**src/rtl/ex_result_stage.sv**
```systemverilog
// EX/MEM result register for the 16-bit WISC datapath: result select, N/Z/V flags,
// stall/flush control and a sticky error bit for malformed RED results.
module ex_result_stage (
    input  logic        clk,
    input  logic        rst,
    input  logic        in_valid,
    input  logic        stall,
    input  logic        flush,
    input  logic [3:0]  op,
    input  logic [15:0] alu_result,
    input  logic        alu_ovfl,
    input  logic [15:0] red_sum,
    input  logic [3:0]  dst_reg,
    input  logic        wr_en,
    output logic        out_valid,
    output logic [15:0] out_result,
    output logic [3:0]  out_dst,
    output logic        out_wr_en,
    output logic        flag_n,
    output logic        flag_z,
    output logic        flag_v,
    output logic        red_err
);

    localparam logic [3:0] OP_ADD = 4'b0000;
    localparam logic [3:0] OP_SUB = 4'b0001;
    localparam logic [3:0] OP_XOR = 4'b0010;
    localparam logic [3:0] OP_RED = 4'b0011;
    localparam logic [3:0] OP_SLL = 4'b0100;
    localparam logic [3:0] OP_SRA = 4'b0101;
    localparam logic [3:0] OP_ROR = 4'b0110;

    logic        r_valid;
    logic [15:0] r_result;
    logic [3:0]  r_dst;
    logic        r_wr_en;
    logic        r_n;
    logic        r_z;
    logic        r_v;
    logic        r_red_err;

    logic [15:0] w_sel;
    logic        w_bubble;
    logic        w_zero;
    logic        w_red_bad;

    assign w_sel     = (op == OP_RED) ? red_sum : alu_result;
    assign w_zero    = (w_sel == 16'h0000);
    // An idle, unstalled cycle loads a bubble exactly like a flush.
    assign w_bubble  = flush || (!stall && !in_valid);
    assign w_red_bad = (red_sum[15:12] != {4{red_sum[11]}});

    always_ff @(posedge clk or posedge rst) begin
        if (rst) begin
            r_valid   <= 1'b0;
            r_result  <= 16'h0000;
            r_dst     <= 4'h0;
            r_wr_en   <= 1'b0;
            r_n       <= 1'b0;
            r_z       <= 1'b0;
            r_v       <= 1'b0;
            r_red_err <= 1'b0;
        end else if (w_bubble) begin
            r_valid <= 1'b0;
            r_wr_en <= 1'b0;
        end else if (!stall) begin
            r_valid  <= 1'b1;
            r_result <= w_sel;
            r_dst    <= dst_reg;
            r_wr_en  <= wr_en;
            case (op)
                OP_ADD, OP_SUB: begin
                    r_z <= w_zero;
                    r_n <= w_sel[15];
                    r_v <= alu_ovfl;
                end
                OP_XOR, OP_SLL, OP_SRA, OP_ROR: begin
                    r_z <= w_zero;
                end
                default: begin
                end
            endcase
            if (op == OP_RED && w_red_bad) begin
                r_red_err <= 1'b1;
            end
        end
    end

    assign out_valid  = r_valid;
    assign out_result = r_result;
    assign out_dst    = r_dst;
    assign out_wr_en  = r_wr_en;
    assign flag_n     = r_n;
    assign flag_z     = r_z;
    assign flag_v     = r_v;
    assign red_err    = r_red_err;

endmodule

```
**config.mk**
```make
export PLATFORM = sky130hd
export DESIGN_NAME = ex_result_stage
export DESIGN_NICKNAME = d
export VERILOG_FILES = /design/src/rtl/ex_result_stage.sv
export SDC_FILE = /design/constraint.sdc
export NUM_CORES = 1
export LEC_CHECK = 0
export ABC_AREA = 1
export CAP_MARGIN = 20
export CORE_UTILIZATION = 25
export CTS_CLUSTER_DIAMETER = 40
export DETAILED_ROUTE_END_ITERATION = 10
export PLACE_DENSITY = 0.62
export SLEW_MARGIN = 40
export SYNTH_ARGS = -nofsm -noshare
export SYNTH_HDL_FRONTEND = slang
export SYNTH_SLANG_ARGS = --single-unit
```
**constraint.sdc**
```tcl
create_clock -name clk -period 0.8 [get_ports clk]
set_input_delay 0.16 -clock clk [delete_from_list [all_inputs] [get_ports clk]]
set_output_delay 0.16 -clock clk [all_outputs]
set_load 0.01 [all_outputs]
```
== Word level (Yosys, flattened, before mapping) ==
Cells that the tools add are included.

* Multiplexer cells: 5
* Reduce and logical (&&, ||, !) cells: 13
* Equality and inequality tests: 8
* Bitwise gates (word level): 2

{| class="wikitable"
|+ Operator list
! operator !! number
|-
| 16-bit logical NOT || 1
|-
| 16-bit 2-to-1 mux || 1
|-
| 4-bit by 3-bit == test with 1-bit output, second input constant || 3
|-
| 3-bit AND reduction || 3
|-
| 4-bit by 2-bit == test with 1-bit output, second input constant || 2
|-
| 6-bit OR reduction || 1
|-
| 4-bit by 1-bit == test with 1-bit output, second input constant || 1
|-
| 4-bit logical NOT || 1
|-
| 1-bit 2-to-1 mux || 4
|-
| 4-bit != test || 1
|-
| 1-bit logical AND || 2
|-
| 1-bit logical NOT || 2
|-
| 2-bit by 1-bit != test with 1-bit output, second input constant || 1
|-
| 1-bit NOT || 2
|-
| 2-bit AND reduction || 1
|-
| 2-bit OR reduction || 1
|-
| 1-bit logical OR || 1
|}

* Output and inout port bits: 26
* Bits in registers: 26

== Depth between registers and ports, before layout ==
Gate-level depths: netlist of the first run.

* Depth after elaboration: 5
* Mapped depth: 11
* Depth with buffers taken out: 10

== Worst setup path after synthesis of the first run ==
No wires, ideal clock.

* Path kind: input to register
* Start point: input port op[3]
* End point: register r_z, in the netlist flag_z
* Slack: -0.242 ns
* Cell stages on the path: 10
* Buffers on the path: 1
* Data arrival time: 0.977 ns
* Library setup time: 0.065 ns
* Path through: nor2_4 > nand2_4 > buf_6 > nand2_2 > nand2_2 > nor2_1 > nand2_1 > nor2_1 > nand3_1 > nand2_1

* Longest elaborated chain between the ends: 3
* Elaborated cells on any way between the ends: 11
* Classes of those cells: eq/ne: 6; mux: 1; reduce/logical: 4

{| class="wikitable"
|+ RTL lines
! item !! RTL line !! text
|-
| start: declaration || 9 || <nowiki>input logic [3:0] op,</nowiki>
|-
| 4-bit by 2-bit == test with 1-bit output (tied with other cells) || 47 || <nowiki>assign w_sel = (op == OP_RED) ? red_sum : alu_result;</nowiki>
|-
| 16-bit 2-to-1 mux / 6-bit OR reduction (equally long branches) || -- ||
|-
| 16-bit logical NOT / 3-bit AND reduction (equally long branches) || -- ||
|-
| end signal: assignment || 73 || <nowiki>r_z <= w_zero;</nowiki>
|-
| end signal: assignment || 78 || <nowiki>r_z <= w_zero;</nowiki>
|-
| end: declaration || 38 || <nowiki>logic r_z;</nowiki>
|}

Several ways; a longest one is shown, not always the timed one.
A chain may end at the register's enable or synchronous reset.

== Final worst setup path of the first run ==
Ends and elaborated chain as after synthesis.

==> metrics.yaml, run 1 <==
outcome: "finished with violations"
violations: "setup timing"
dieWidth_microns: 75.3
ys_seq_area_share_pct: 48.4
layout_common_cells: "nand2_1, clkdlybuf4s50_1, buf_4, dfrtp_1, buf_6"
crit_path_end_kind: "flip-flop"
dp.final_hpwl_microns: 3170
cts_tree: "built"
max_cap_viol_count: 0
grt_overflow_total: 0
use_met3_pct: 3.04
num_antenna_cells: 0
slowest_stage: "nor2_4"
ys_types: 21
num_rows: 26
n_fill_cell: 504
clock-sinks: 26
avgSynthCellArea_sq_um: 7.51
start_kind: "input pin"
fin_util_pct: 56.6
cts_root_buf: "clkbuf_8"
period_needed_ns: 1.01
num_vias: 1624
start_util_pct: 26.1
design.core.area_sq_mm: 0.00514
synth_cells: 179
rsz0062_at_grt: "true"
routabilityCongestion: 0.784
path_clk_slew_ns: 0.09
cts_buffer_depth: 2
fin_tns_setup_ns: -5.00
crit_family: "simple AND/OR/NAND/NOR gates"
leakage_uw: 0.00145
die_h_microns: 75.3
skew_ns: 0
hp-class: "in -> reg"
path_buf_inv: 2
grt.busiest_layer: "met2"
setup_slack_ns: -0.207
finalCritPeriodShare_pct: 126
gr-usage-met2_pct: 31.5
path_cells: "buf_8 > nor2_4 > buf_12 > nand2_8 > nand2_2 > nand2_2 > nor2_1 > nand2_1 > nor2_1 > nand3_1 > nand2_1"
cts_buffers: 3
slew_violations: 0
path_class: "in -> reg"
yosysWarnings: 0
wirelength_microns: 4830
slowest_delay_ns: 0.21
setup_viol: 41
avgViaCountPerCell: 4.37
layout_commonest_cell: "nand2_1"
worstSkewPairLatency_ns: 0.27
fmax_mhz: 993
gr-usage-met1_pct: 20.5
antenna_found_initial: 0
relSlewSlack_pct: 84.6
drtAntennaViolNets: 0
drcViolationCount: 0
port_buffers: 72
hold_violations: 0
h-tree-depth: 1
grt_pass1_vias: 1663
path_max_fanout: 5
crit_arrival_ns: 1.22
ir_drop_mv: 0.723
synth_area_sq_mm: 0.00134
io_pins: 73
syn_to_final_growth_pct: 116
first_pass_iters: 4
worst_ep_required_time_ns: 1.02
powerDensity_mw_per_mm2: 1390
die-area_sq_mm: 0.00567
final_area_sq_mm: 0.00291
grt_pass1_wl_microns: 7330
placed_area_sq_mm: 0.00244
drive_above_1_share_pct: 51.0
layout.nets: 350
wl_per_cell_microns: 13.0
grtUsageTotal_pct: 17.3
drt_iter0_drc: 61
worstMarginPinSlew_ns: 0.231
ys_ff_latch: 26
synth_nets: 226
grt_max_degree: 27
flip-flops by register name (all words and copies together) (netlist names):
register	flops
out_wr_en	1
red_err	1
out_valid	1
out_dst	4
flag_v	1
flag_n	1
out_result	16
flag_z	1
power by group:
group	total, uW	switching (uW)	internal, uW
Clock	863	423	440
Sequential	1620	104	1510
Combinational	1550	667	879
tightest hold or removal path: stages:
cell and delay [ns]:
buf_6 0.07, nor2_1 0.04, a211oi_2 0.12
cell type report:
class / count / area (sq um) / area share (%)
Inverter: 17 / 76.3 / 2.62
Timing Repair Buffer: 124 / 1180 / 40.6
Tap cell: 70 / 87.6 / 3.01
Multi-Input combinational cell: 131 / 858 / 29.5
Clock buffer: 4 / 55.1 / 1.89
Sequential cell: 26 / 651 / 22.4
cells by family (layout without fill, tap and decap cells):
kind of cell	Yosys count	in the layout	share of synthesized area [%]
AO/OA/AOI/OAI	22	22	8.85
buffers and inverters	23	145	7.54
flip-flops	26	26	48.4
multiplexers	1	1	0.838
AND/OR/NAND/NOR	107	108	34.4
worst paths after layout:
path                                    start              to  slack (ns)  cells after the start
worst max-delay path                    op[3]          flag_z       -0.21                     11
worst min-delay path                 in_valid       out_valid        0.17                      3
worst max register to register  out_result[8]   out_result[8]       -0.07                      4
worst min register to register        red_err         red_err        0.46                      1
max in group asynchronous                 rst  out_result[13]        0.42                      3
min in group asynchronous                 rst   out_result[8]        0.22                      3
through the flow:
step	setup slack [ns]	hold slack [ns]	power, uW	instances
after floorplan	-0.242	0.200	2090	179
after global placement	-0.824	0.450	2990	349
after detailed placement	-0.896	0.447	3000	349
after CTS	-0.181	0.165	3880	366
after global routing	-0.238	0.158	4280	372
final	-0.207	0.167	4030	372
synthesized netlist by cell type, drive strengths merged:
library cell / count / area (sq um)
o21ai: 20 / 104
clkbuf: 4 / 15.0
nand4: 1 / 6.26
a21o: 1 / 7.51
dfrtp: 26 / 651
nor4: 1 / 6.26
nand3: 9 / 45.0
mux2: 1 / 11.3
nor2: 12 / 52.6
nor3: 1 / 10.0
nand2: 81 / 327
inv: 17 / 63.8
nand3b: 2 / 15.0
buf: 2 / 22.5
a211oi: 1 / 7.51
layer usage:
layer	share of wire, %	up-vias
met5	0	-
met4	0.83	0
met3	5.0	4
met2	54	46
met1	41	762
li1	-	812
what timing repair did:
| action | CTS | global route |
|---|---|---|
| cloned | 3 | 0 |
| pin swaps | 24 | 23 |
| setup endpoints to repair | 52 | 50 |
| gates resized for setup | 200 | 48 |
| buffers inserted | 14 | 9 |
| hold buffers | 0 | 0 |
Power figures use the tool's default switching activity.
==> inputs of run 2 (changes only) <==
--- a/config.mk
+++ b/config.mk
@@ -11,6 +11,7 @@
 export CTS_CLUSTER_DIAMETER = 40
 export DETAILED_ROUTE_END_ITERATION = 10
 export PLACE_DENSITY = 0.62
+export SETUP_SLACK_MARGIN = 0.05
 export SLEW_MARGIN = 40
 export SYNTH_ARGS = -nofsm -noshare
 export SYNTH_HDL_FRONTEND = slang
==> metrics.yaml, run 2 (synthesis gave the netlist of run 1 again) <==
syn_to_final_growth_pct: 122
drtAntennaViolNets: 0
skew_ns: 0
cts_root_buf: "clkbuf_8"
drcViolationCount: 0
cts_buffers: 3
holdBufCountCts: 0
die-area_sq_mm: 0.00567
rrSetupSlack_ns: -0.06
num_rows: 26
path_class: "reg -> out"
grt_max_degree: 27
grt_pass1_wl_microns: 7540
grtUsageTotal_pct: 17.9
die_h_microns: 75.3
slowest_delay_ns: 0.43
max_cap_viol_count: 0
grt_overflow_total: 0
hp-class: "in -> reg"
outcome: "finished with violations"
path_cells: "buf_6"
grt_pass1_vias: 1547
crit_arrival_ns: 0.83
design.core.area_sq_mm: 0.00514
hold_path_depth: 3
cts_tree: "built"
reg2reg_to: "flag_z"
crit_path_end_kind: "output pin"
path_clk_slew_ns: 0.09
r2r-start: "flag_z"
hold_start: "stall"
powerDensity_mw_per_mm2: 1360
clock-sinks: 26
worstMarginPinSlew_ns: 0.265
avgViaCountPerCell: 4.38
multiInputGateArea_sq_um: 933
first_pass_iters: 4
dp.final_hpwl_microns: 3000
hold_violations: 0
path_buf_inv: 1
seq_area_sq_um: 651
setup_slack_ns: -0.194
violations: "setup timing"
ir_drop_mv: 0.843
period_needed_ns: 0.994
leakage_uw: 0.00147
worst_ep_required_time_ns: 0.64
start_kind: "flip-flop"
antenna_found_initial: 0
relSlewSlack_pct: 82.3
layout_common_cells: "nand2_1, buf_4, clkdlybuf4s50_1, nand2_2, dfrtp_1"
finalCritPeriodShare_pct: 124
io_pins: 73
h-tree-depth: 1
slowest_stage: "dfrtp_1"
rr_worst_depth: 4
num_antenna_cells: 0
port_buffers: 72
rsz0062_at_grt: "true"
num_vias: 1652
setup_viol: 45
cts_buffer_depth: 2
layout_commonest_cell: "nand2_1"
n_fill_cell: 519
start_util_pct: 26.1
hold_path_end: "out_valid"
fmax_mhz: 1010
worstSkewPairLatency_ns: 0.27
drive_above_1_share_pct: 55.4
hold_ws_ns: 0.164
largest_reg_flops: 16
slew_violations: 0
crit_family: "flip-flops"
wirelength_microns: 5030
place_ws_ns: -0.941
layout.nets: 356
routabilityCongestion: 0.754
drt_iter0_drc: 49
wl_per_cell_microns: 13.4
path_max_fanout: 2
dieWidth_microns: 75.3
[run 2: changes by cell type in the layout (fill, tap and decap cells not counted), sizes merged]
cell	before	now
buf	85	87
clkbuf	4	3
clkdlybuf4s50	34	30
dlygate4sd2	2	6
inv	17	19
nand2	82	84
[run 2: tightest hold or removal path, stage by stage]
cell	delay, ns
buf_8	0.08
buf_4	0.11
a211oi_2	0.06
[run 2: timing repair]
item | in CTS | in global routing
buffers inserted | 19 | 6
pin swaps | 37 | 16
endpoints found under the setup margin | 52 | 51
resized for setup | 244 | 30
gates cloned | 7 | 0
[run 2: cell type report]
class | count | share of cell area (%)
clock buffer | 3 | 1.38
tap | 70 | 2.93
inverter | 17 | 2.98
timing repair buffer | 126 | 38.4
timing repair inverter | 2 | 1.22
sequential | 26 | 21.8
multi-input combinational | 133 | 31.3
[run 2: through the flow]
step | cells | power (uW) | instance area [sq um] | TNS (ns) | utilization, %
floorplan | 179 | 2090 | 1390 | -1.54 | -
global placement | 345 | 2970 | 2380 | -24.78 | 46.3
detailed placement | 345 | 2980 | 2380 | -25.29 | 46.3
CTS | 371 | 3870 | 2810 | -5.03 | 54.6
global route | 377 | 4260 | 2990 | -7.05 | 58.1
finish | 377 | 4050 | 2990 | -5.51 | 58.1
[run 2: worst max-delay path by stage]
stage | from | end | cells after the start
2_1_floorplan | op[3] | flag_z | 10
3_3_place_gp | op[3] | flag_z | 11
3_5_place_dp | op[3] | flag_z | 11
4_1_cts | flag_n | flag_n | 1
5_1_grt | op[3] | flag_z | 10
6_report | out_result[7] | out_result[7] | 1
[run 2: routing by layer]
layer	GRT usage, %	wire, microns
met5	0	0
met4	4.32	28
met3	3.04	263
met2	30.1	2590
met1	24.3	2150
[run 2: power breakdown]
group / internal, uW / leakage (uW) / switching, uW / total (uW)
clock network: 339 / 0.0000216 / 445 / 783
registers: 1520 / 0.000329 / 115 / 1630
logic: 911 / 0.00112 / 724 / 1630
